[src/rtl/ask_demod_if.sv]
// Signal bundle between the ASK demodulator and its driver: sample/control
// inputs plus the decided-bit outputs.
interface ask_demod_if #(
    parameter int mpr = 14,
    parameter int spw = 8
);
    localparam int accw = mpr - 1 + spw;

    logic                   clken;
    logic signed [mpr-1:0]  din;
    logic                   run_en;
    logic [spw-1:0]         sps;
    logic [accw-1:0]        thr;
    logic [mpr-2:0]         sq_lvl;
    logic                   bit_o;
    logic                   out_valid;
    logic                   locked;

    modport master (
        output clken, din, run_en, sps, thr, sq_lvl,
        input  bit_o, out_valid, locked
    );

    modport slave (
        input  clken, din, run_en, sps, thr, sq_lvl,
        output bit_o, out_valid, locked
    );
endinterface

[src/rtl/ask_demod_id.sv]
// Integrate-and-dump ASK demodulator: rectifies samples, sums one symbol,
// compares against a threshold and drops lock after 8 consecutive zero bits.
module ask_demod_id #(
    parameter int mpr = 14,
    parameter int spw = 8
) (
    input  logic        clk,
    input  logic        reset,
    ask_demod_if.slave  bus
);
    localparam int accw = mpr - 1 + spw;

    typedef enum logic {IDLE, RUN} state_t;

    state_t           state, state_nxt;
    logic [mpr-2:0]   mag, mag_nxt, din_neg;
    logic [accw-1:0]  acc, acc_nxt, sum;
    logic [spw-1:0]   cnt, cnt_nxt, sps_l, sps_l_nxt, sps_clamped;
    logic [2:0]       miss_cnt, miss_nxt;
    logic             bit_r, bit_nxt, valid_r, valid_nxt;
    logic             decision;

    // Rectifier; the most negative code has no positive twin, so it saturates.
    always_comb begin
        din_neg = ~bus.din[mpr-2:0] + (mpr-1)'(1);
        mag_nxt = mag;
        if (bus.clken) begin
            if (!bus.din[mpr-1])
                mag_nxt = bus.din[mpr-2:0];
            else if (bus.din[mpr-2:0] == '0)
                mag_nxt = '1;
            else
                mag_nxt = din_neg;
        end
    end

    assign sum         = acc + accw'(mag);
    assign decision    = (sum > bus.thr);
    assign sps_clamped = (bus.sps < spw'(2)) ? spw'(2) : bus.sps;

    always_ff @(posedge clk or posedge reset) begin
        if (reset)
            state <= IDLE;
        else
            state <= state_nxt;
    end

    // Dropping run_en aborts immediately, even between sample enables.
    always_comb begin
        state_nxt = state;
        acc_nxt   = acc;
        cnt_nxt   = cnt;
        sps_l_nxt = sps_l;
        miss_nxt  = miss_cnt;
        bit_nxt   = bit_r;
        valid_nxt = 1'b0;
        case (state)
            IDLE: begin
                acc_nxt  = '0;
                cnt_nxt  = '0;
                miss_nxt = '0;
                if (bus.clken && bus.run_en && (mag > bus.sq_lvl)) begin
                    state_nxt = RUN;
                    acc_nxt   = accw'(mag);
                    cnt_nxt   = spw'(1);
                    sps_l_nxt = sps_clamped;
                end
            end
            RUN: begin
                if (!bus.run_en) begin
                    state_nxt = IDLE;
                    acc_nxt   = '0;
                    cnt_nxt   = '0;
                    miss_nxt  = '0;
                end else if (bus.clken) begin
                    if (cnt == sps_l - spw'(1)) begin
                        bit_nxt   = decision;
                        valid_nxt = 1'b1;
                        acc_nxt   = '0;
                        cnt_nxt   = '0;
                        sps_l_nxt = sps_clamped;
                        if (decision) begin
                            miss_nxt = '0;
                        end else if (miss_cnt == 3'd7) begin
                            miss_nxt  = '0;
                            state_nxt = IDLE;
                        end else begin
                            miss_nxt = miss_cnt + 3'd1;
                        end
                    end else begin
                        acc_nxt = sum;
                        cnt_nxt = cnt + spw'(1);
                    end
                end
            end
            default: state_nxt = IDLE;
        endcase
    end

    always_ff @(posedge clk or posedge reset) begin
        if (reset) begin
            mag      <= '0;
            acc      <= '0;
            cnt      <= '0;
            sps_l    <= '0;
            miss_cnt <= '0;
            bit_r    <= 1'b0;
            valid_r  <= 1'b0;
        end else begin
            mag      <= mag_nxt;
            acc      <= acc_nxt;
            cnt      <= cnt_nxt;
            sps_l    <= sps_l_nxt;
            miss_cnt <= miss_nxt;
            bit_r    <= bit_nxt;
            valid_r  <= valid_nxt;
        end
    end

    assign bus.bit_o     = bit_r;
    assign bus.out_valid = valid_r;
    assign bus.locked    = (state == RUN);
endmodule

[src/flat_wrapper.sv]
// flat-port wrapper written by rule: the top's interface ports become plain ports
module ask_demod_id_flat 
#(
    parameter int mpr = 14,
    parameter int spw = 8
)
  (clk, reset, bus_clken, bus_din, bus_run_en, bus_sps, bus_thr, bus_sq_lvl, bus_bit_o, bus_out_valid, bus_locked);
  ask_demod_if #(.mpr(mpr), .spw(spw)) bus_i ();
  input  logic clk;
  input  logic reset;
  input wire logic [$bits(bus_i.clken)-1:0] bus_clken;
  input wire logic [$bits(bus_i.din)-1:0] bus_din;
  input wire logic [$bits(bus_i.run_en)-1:0] bus_run_en;
  input wire logic [$bits(bus_i.sps)-1:0] bus_sps;
  input wire logic [$bits(bus_i.thr)-1:0] bus_thr;
  input wire logic [$bits(bus_i.sq_lvl)-1:0] bus_sq_lvl;
  output wire logic [$bits(bus_i.bit_o)-1:0] bus_bit_o;
  output wire logic [$bits(bus_i.out_valid)-1:0] bus_out_valid;
  output wire logic [$bits(bus_i.locked)-1:0] bus_locked;
  assign bus_i.clken = bus_clken;
  assign bus_i.din = bus_din;
  assign bus_i.run_en = bus_run_en;
  assign bus_i.sps = bus_sps;
  assign bus_i.thr = bus_thr;
  assign bus_i.sq_lvl = bus_sq_lvl;
  assign bus_bit_o = bus_i.bit_o;
  assign bus_out_valid = bus_i.out_valid;
  assign bus_locked = bus_i.locked;
  ask_demod_id #(.mpr(mpr), .spw(spw)) u_core (.clk(clk), .reset(reset), .bus(bus_i));
endmodule
[config.mk]
export PLATFORM = sky130hd
export DESIGN_NAME = ask_demod_id_flat
export DESIGN_NICKNAME = d
export VERILOG_FILES = /design/src/rtl/ask_demod_if.sv /design/src/rtl/ask_demod_id.sv /design/src/flat_wrapper.sv
export SDC_FILE = /design/constraint.sdc
export NUM_CORES = 1
export LEC_CHECK = 0
export CAP_MARGIN = 5
export CORE_ASPECT_RATIO = 0.7
export CORE_UTILIZATION = 35
export DETAILED_ROUTE_END_ITERATION = 10
export GPL_TIMING_DRIVEN = 0
export SYNTH_ARGS = -nofsm -noshare
export SYNTH_HDL_FRONTEND = slang
export SYNTH_SLANG_ARGS = --single-unit
[constraint.sdc]
create_clock -name clk -period 5.3 [get_ports clk]
set_input_delay 1.06 -clock clk [delete_from_list [all_inputs] [get_ports clk]]
set_output_delay 1.06 -clock clk [all_outputs]
set_load 0.02 [all_outputs]
==> impl_metrics.tcl, run 1 <==
set metrics [dict create \
    status "finished, final reports clean" \
    syn_to_final_growth_pct 22.30 \
    cts_buffer_depth 2 \
    async_flop_share_pct 100.0 \
    cp-startpoint "u_core.mag[0]" \
    fin_hold_ws_ns 0.4526 \
    ys_ff_latch 56 \
    p_int_mw 0.9158 \
    endpoint_kind "register" \
    port-buffer-count 62 \
    remaining_drc_errors 0 \
    synth_area_leaders "dfrtp_1 32%, ha_1 15%, xor2_1 4.5%" \
    viasPerCell 5.155 \
    yosysWarnings 0 \
    r2r_cells 17 \
    grt_first_pass_wirelength_mm 17.80 \
    finalNetCount 685 \
    ir_drop_mv 0.1317 \
    synth_edf_count 0 \
    synth.top_cell.area_share_pct 31.53 \
    ioPinCount 63 \
    power_mw 1.438 \
    p_seq_share_pct 39.1 \
    crit_path_end "u_core.bus.locked" \
    first_iter_violations 171 \
    die_area_um2 13160 \
    initial_utilization_pct 35.90 \
    num_rows 34 \
    die_x_um 136.7 \
    place.gp.congestion 0.8446 \
    finalHoldViolations 0 \
    ant_nets 0 \
    routedWlPerCell_um 14.96 \
    r2r_slack_ns 0.87 \
    die_h_um 96.28 \
    seq_area_frac_synth_pct 31.53 \
    path_class "reg -> reg" \
    min_period_ns 4.434 \
    ys_types 56 \
    drtPass1Iterations 4 \
    wl_mm 11.00 \
    post-dp-hpwl_mm 8.856 \
    cts.clk_slew.worst_paths_ns 0.07 \
    cts_hold_buf 0 \
    rsz0062_at_grt "false" \
    synth.cell_area_um2 4444 \
    p_clk_share_pct 23.5 \
    synthCells 502 \
    worst_r2r_endpoint "u_core.bus.locked" \
    synth_nets 615 \
    fin_worst_skew_ns 0.005993 \
    cp.arrival_ns 4.61 \
    required_ns 5.48 \
    synthFlopType "dfrtp_1" \
    hp-class "reg -> reg" \
    setup_violations 0 \
    power.switching_mw 0.5221 \
    slew_headroom_pct 36.63 \
    core_um2 12380 \
    grt_max_degree 32 \
    gr-total-overflow 0 \
    track_usage_pct 17.28 \
    clock-sinks 56 \
    path_max_fanout 5 \
    antenna_found_initial 0 \
    routed-via-count 3789 \
    root_buffer "clkbuf_16" \
    htreeDepth 2 \
    clk_latency_ns 0.29 \
    num_antenna_cells 0 \
    cts_tree "built" \
    fin_tns_setup_ns 0 \
    start_kind "register" \
    grt_pass1_vias 3613 \
    p_comb_share_pct 37.4 \
    r2r_start "u_core.mag[0]" \
    syn_area_per_cell_um2 8.853 \
    cts_resized 0 \
    leakage_nw 2.629 \
    slew_viol_final 0 \
    layout-drive-gt1-share_pct 4.887 \
    min_path_cells 1 \
    worst_pin_slew_ns 0.9461 \
    switching_share_pct 36.31 \
    post-route-period-util_pct 83.66 \
    cts_inserted_buffers 5 \
    max_cap_viol_count 0 \
    fmax_ghz 0.2255 \
    power_density_nw_per_um2 264.5 \
    cts_setup_buffers 0 \
    yosysTopAreaCell "dfrtp_1" \
]
through the flow:
stage	instance area, µm²	cells	worst slack [ns]	utilization, %
final	5435	735	0.8662	43.91
after floorplan	4444	502	1.527	-
after CTS	5435	735	0.8706	43.91
after detailed placement	5288	727	0.8980	42.71
after global placement	5268	726	1.038	42.55
after global routing	5435	735	0.5536	43.91
how the worst min path moves through the flow:
| stage | from | slack (ns) | endpoint |
|---|---|---|---|
| final | u_core.acc[19] | 0.45 | u_core.acc[19] |
| after floorplan | u_core.acc[19] | 0.42 | u_core.acc[19] |
| after detailed placement | u_core.acc[19] | 0.45 | u_core.acc[19] |
| after CTS | u_core.acc[19] | 0.46 | u_core.acc[19] |
| after global placement | u_core.acc[19] | 0.44 | u_core.acc[19] |
| after global routing | u_core.acc[19] | 0.49 | u_core.acc[19] |
cells in the mapped netlist, drive strengths merged, types with 4 or more instances:
cell type  instances
o31ai              4
clkbuf             8
nand4             11
o21a               4
a21o              18
or3                5
xor2              23
or4                4
o22a               6
a21oi             33
nor2b              5
o211ai             4
o21ai             23
inv               49
and2b              4
xnor2             19
nand2             35
nor3               4
mux2               7
and3               4
dfrtp             56
nor2              45
and2               6
ha                52
nand3             11
a22o              12
nand2b             6
o31a               4
routing by layer:
metal	wire length [µm]	global-route usage, %	share of wire, %	vias to the layer above
met2	4493	27.24	41	93
met5	0	0	0	-
met1	5783	25.28	53	1761
met4	87	2.500	0.79	0
li1	-	-	-	1927
met3	633	2.528	5.8	8
critical path, stage by stage, from the launching register on:
cell and delay [ns]:
dfrtp_1 0.45, ha_1 0.25, inv_1 0.07, fa_1 0.40, nor2b_1 0.19, o31a_1 0.21
a311oi_1 0.20, o31a_1 0.37, or3b_2 0.52, xnor2_1 0.22, ha_1 0.29, a21oi_1 0.12
o21ai_0 0.10, a21oi_1 0.14, nand2_1 0.08, a21o_1 0.15, o211a_1 0.19, o32a_1 0.35
power groups by stage:
stage	registers, mW	clock network [mW]	logic, mW
floorplan	0.544	0	0.383
global placement	0.566	0	0.512
detailed placement	0.570	0	0.536
CTS	0.561	0.347	0.540
global route	0.573	0.366	0.609
finish	0.562	0.338	0.537
final cells by class:
cell class | count | area, µm²
Fill cell | 1165 | 6944
Multi-Input combinational cell | 386 | 2815
Sequential cell | 56 | 1401
Timing Repair Buffer | 63 | 640.6
Tap cell | 162 | 202.7
Inverter | 49 | 183.9
Clock buffer | 5 | 125.1
Buffer | 11 | 43.79
Clock inverter | 3 | 22.52
cells in the final DEF, fill, tap and decap left out, types with 4 or more instances in the layout:
master and n:
clkdlybuf4s50_1 62, dfrtp_1 56, ha_1 52, inv_1 48, nor2_1 45, nand2_1 35
a21oi_1 33, xor2_1 23, o21ai_0 23, xnor2_1 19, a21o_1 18, a22o_1 12
nand4_1 11, nand3_1 11, clkbuf_1 8, mux2_2 7, nand2b_1 6, o22a_1 6
and2_1 5, nor2b_1 5, or3_1 5, clkbuf_16 5, nor3_1 4, and3_1 4
o31ai_1 4, o31a_1 4, o21a_1 4, and2b_1 4
registers in the layout, indices dropped and copies added, names as in the netlist:
signal                cells
u_core.bus.locked         1
u_core.miss_cnt           3
u_core.bus.bit_o          1
u_core.mag               13
u_core.cnt                8
u_core.bus.out_valid      1
u_core.sps_l              8
u_core.acc               21
kinds of logic after synthesis:
group | after synthesis | synth area share (%)
buffers and inverters | 60 | 5.124
AOI/OAI and AO/OA | 130 | 20.41
and+or+nand+nor | 151 | 17.12
xor gates and xnor gates | 42 | 8.277
adders and majority gates | 53 | 15.09
DFF | 56 | 31.53
muxes | 10 | 2.449
(Power assumes the default switching activity.)
==> inputs of run 2 (changes only) <==
==> constraint.sdc (replaced) <==
create_clock -name clk -period 4.3 [get_ports clk]
set_input_delay 0.86 -clock clk [delete_from_list [all_inputs] [get_ports clk]]
set_output_delay 0.86 -clock clk [all_outputs]
set_load 0.02 [all_outputs]
==> run 2 against run 1 <==
  * Flip-flop and latch count did not move
  * Critical path depth stayed put
  * Setup slack worse by 0.66 ns
  * Global-route usage hardly changed
  * First-iteration DRC count is 6.4% lower
  * Count of clock-buffer cells in the layout unchanged
  * Combinational power increased by 26%
  * Die area unchanged
  * Hold slack about the same
==> impl_metrics.tcl, run 2 (synthesized netlist as in run 1, its figures left out) <==
set metrics [dict create \
    first_iter_violations 160 \
    critPathMaxStageDelay_ns 0.53 \
    root_buffer "clkbuf_16" \
    die_area_um2 13160 \
    setup_violations 0 \
    cp_slowest_cell "or3b_2" \
    routedWlPerCell_um 15.05 \
    drtPass1Iterations 4 \
    ant_nets 0 \
    die_x_um 136.7 \
    cts_tree "built" \
    rsz0062_at_grt "false" \
    fin_worst_skew_ns 0.004925 \
    finalHoldViolations 0 \
    num_rows 34 \
    cts_inserted_buffers 5 \
    wl_mm 11.10 \
    fin_util_pct 44.44 \
    post-dp-hpwl_mm 8.856 \
    grt_first_pass_wirelength_mm 17.85 \
    layout-drive-gt1-share_pct 6.435 \
    port-buffer-count 62 \
    hp-class "reg -> reg" \
    cp.arrival_ns 4.27 \
    place.gp.congestion 0.8446 \
    path_max_fanout 5 \
    grt_pass1_vias 3627 \
    routed-via-count 3803 \
    cts.clk_slew.worst_paths_ns 0.07 \
    post-route-period-util_pct 95.19 \
    slew_viol_final 0 \
    top_regs "u_core.acc: 21 flops, u_core.mag: 13 flops" \
    remaining_drc_errors 0 \
    slew_headroom_pct 36.01 \
    gr-total-overflow 0 \
    layout_common_cells "62 x clkdlybuf4s50_1, 55 x dfrtp_1, 51 x ha_1, 48 x inv_1, 45 x nor2_1" \
    ioPinCount 63 \
    regMostFlops "u_core.acc" \
    max_cap_viol_count 0 \
    fmax_ghz 0.2443 \
    endpoint_kind "register" \
    core_um2 12380 \
    finalNetCount 687 \
    antenna_found_initial 0 \
    start_kind "register" \
    leakage_nw 2.639 \
    cp_cell_sequence "ha_4 -> inv_1 -> fa_2 -> nor2b_2 -> o31a_1 -> a311oi_4 -> o31a_1 -> or3b_2 -> xnor2_2 -> ha_1 -> a21oi_1 -> o21ai_0 -> a21oi_1 -> nand2_1 -> a21o_1 -> o211a_4 -> o32a_1" \
    num_antenna_cells 0 \
    track_usage_pct 17.32 \
    clock-sinks 56 \
    syn_to_final_growth_pct 23.79 \
    dp_slack_ns -0.1020 \
    clk_latency_ns 0.29 \
    cts_buffer_depth 2 \
    viasPerCell 5.160 \
    largest_reg_flops 21 \
    worst_pin_slew_ns 0.9555 \
    htreeDepth 2 \
    power_density_nw_per_um2 325.1 \
    place_area_um2 5288 \
    final_area_um2 5502 \
    path_class "reg -> reg" \
    die_h_um 96.28 \
    initial_utilization_pct 35.90 \
    grt_max_degree 32 \
    ir_drop_mv 0.1616 \
    min_period_ns 4.093 \
    final_common_cell "clkdlybuf4s50_1" \
    status "finished, final reports clean" \
    fin_ws_ns 0.2068 \
    required_ns 4.48 \
]
## run 2: changes by cell type in the layout (fill, tap and decap cells not counted), sizes merged
| cell | before | now |
|---|---|---|
| buf | 4 | 6 |
## run 2: repair_timing
item,in CTS,in global routing
setup endpoints to repair,3,5
setup buffers,1,1
hold buffers,0,0
pin swaps,1,2
gates cloned,0,0
resized for setup,4,6
## run 2: through the flow
| stage | power (mW) | setup TNS (ns) | instances | hold slack [ns] |
|---|---|---|---|---|
| global placement | 1.329 | 0 | 726 | 0.4415 |
| detailed placement | 1.363 | -0.1493 | 727 | 0.4484 |
| finish | 1.789 | 0 | 737 | 0.4526 |
| floorplan | 1.143 | 0 | 502 | 0.4239 |
| CTS | 1.788 | 0 | 736 | 0.4584 |
| global route | 1.922 | 0 | 737 | 0.4878 |
## run 2: final cells by class
| type | count | area [µm²] |
|---|---|---|
| Clock inverter | 3 | 22.52 |
| Multi-Input combinational cell | 386 | 2865 |
| Inverter | 49 | 183.9 |
| Fill cell | 1163 | 6878 |
| Clock buffer | 5 | 125.1 |
| Timing Repair Buffer | 65 | 655.6 |
| Buffer | 11 | 43.79 |
| Sequential cell | 56 | 1403 |
| Tap cell | 162 | 202.7 |
## run 2: per-layer routing
metal	part of all wire, %	vias to the layer above	GRT usage [%]
li1	-	1931	-
met1	53	1768	25.28
met2	41	96	27.41
met3	5.2	8	2.528
met4	0.78	0	2.500
met5	0	-	0
## run 2: final timing paths
check / startpoint / end / slack, ns / cells past startpoint
max in group asynchronous: reset / u_core.mag[0] / 2.76 / 3
worst max-delay path: u_core.mag[0] / u_core.bus.locked / 0.21 / 17
worst min register to register: u_core.acc[19] / u_core.acc[19] / 0.45 / 1
worst max register to register: u_core.mag[0] / u_core.bus.locked / 0.21 / 17
worst min-delay path: u_core.acc[19] / u_core.acc[19] / 0.45 / 1
min in group asynchronous: reset / u_core.acc[7] / 0.95 / 2
## run 2: where the power goes
group	switching, mW	internal [mW]	leakage, nW	total [mW]
Sequential	0.0983	0.596	0.724	0.694
Combinational	0.355	0.321	1.84	0.676
Clock	0.199	0.219	0.0742	0.418
Total	0.653	1.14	2.64	1.79
## run 2: worst max-delay path, delay by kind of cell (launching register included)
kind | cells | cell delay, ns
flip-flops | 1 | 0.45
XOR/XNOR | 1 | 0.16
adder cells (fa/ha/maj) | 3 | 0.83
AND/OR/NAND/NOR | 3 | 0.78
AO/OA/AOI/OAI | 9 | 1.69
buffers and inverters | 1 | 0.05
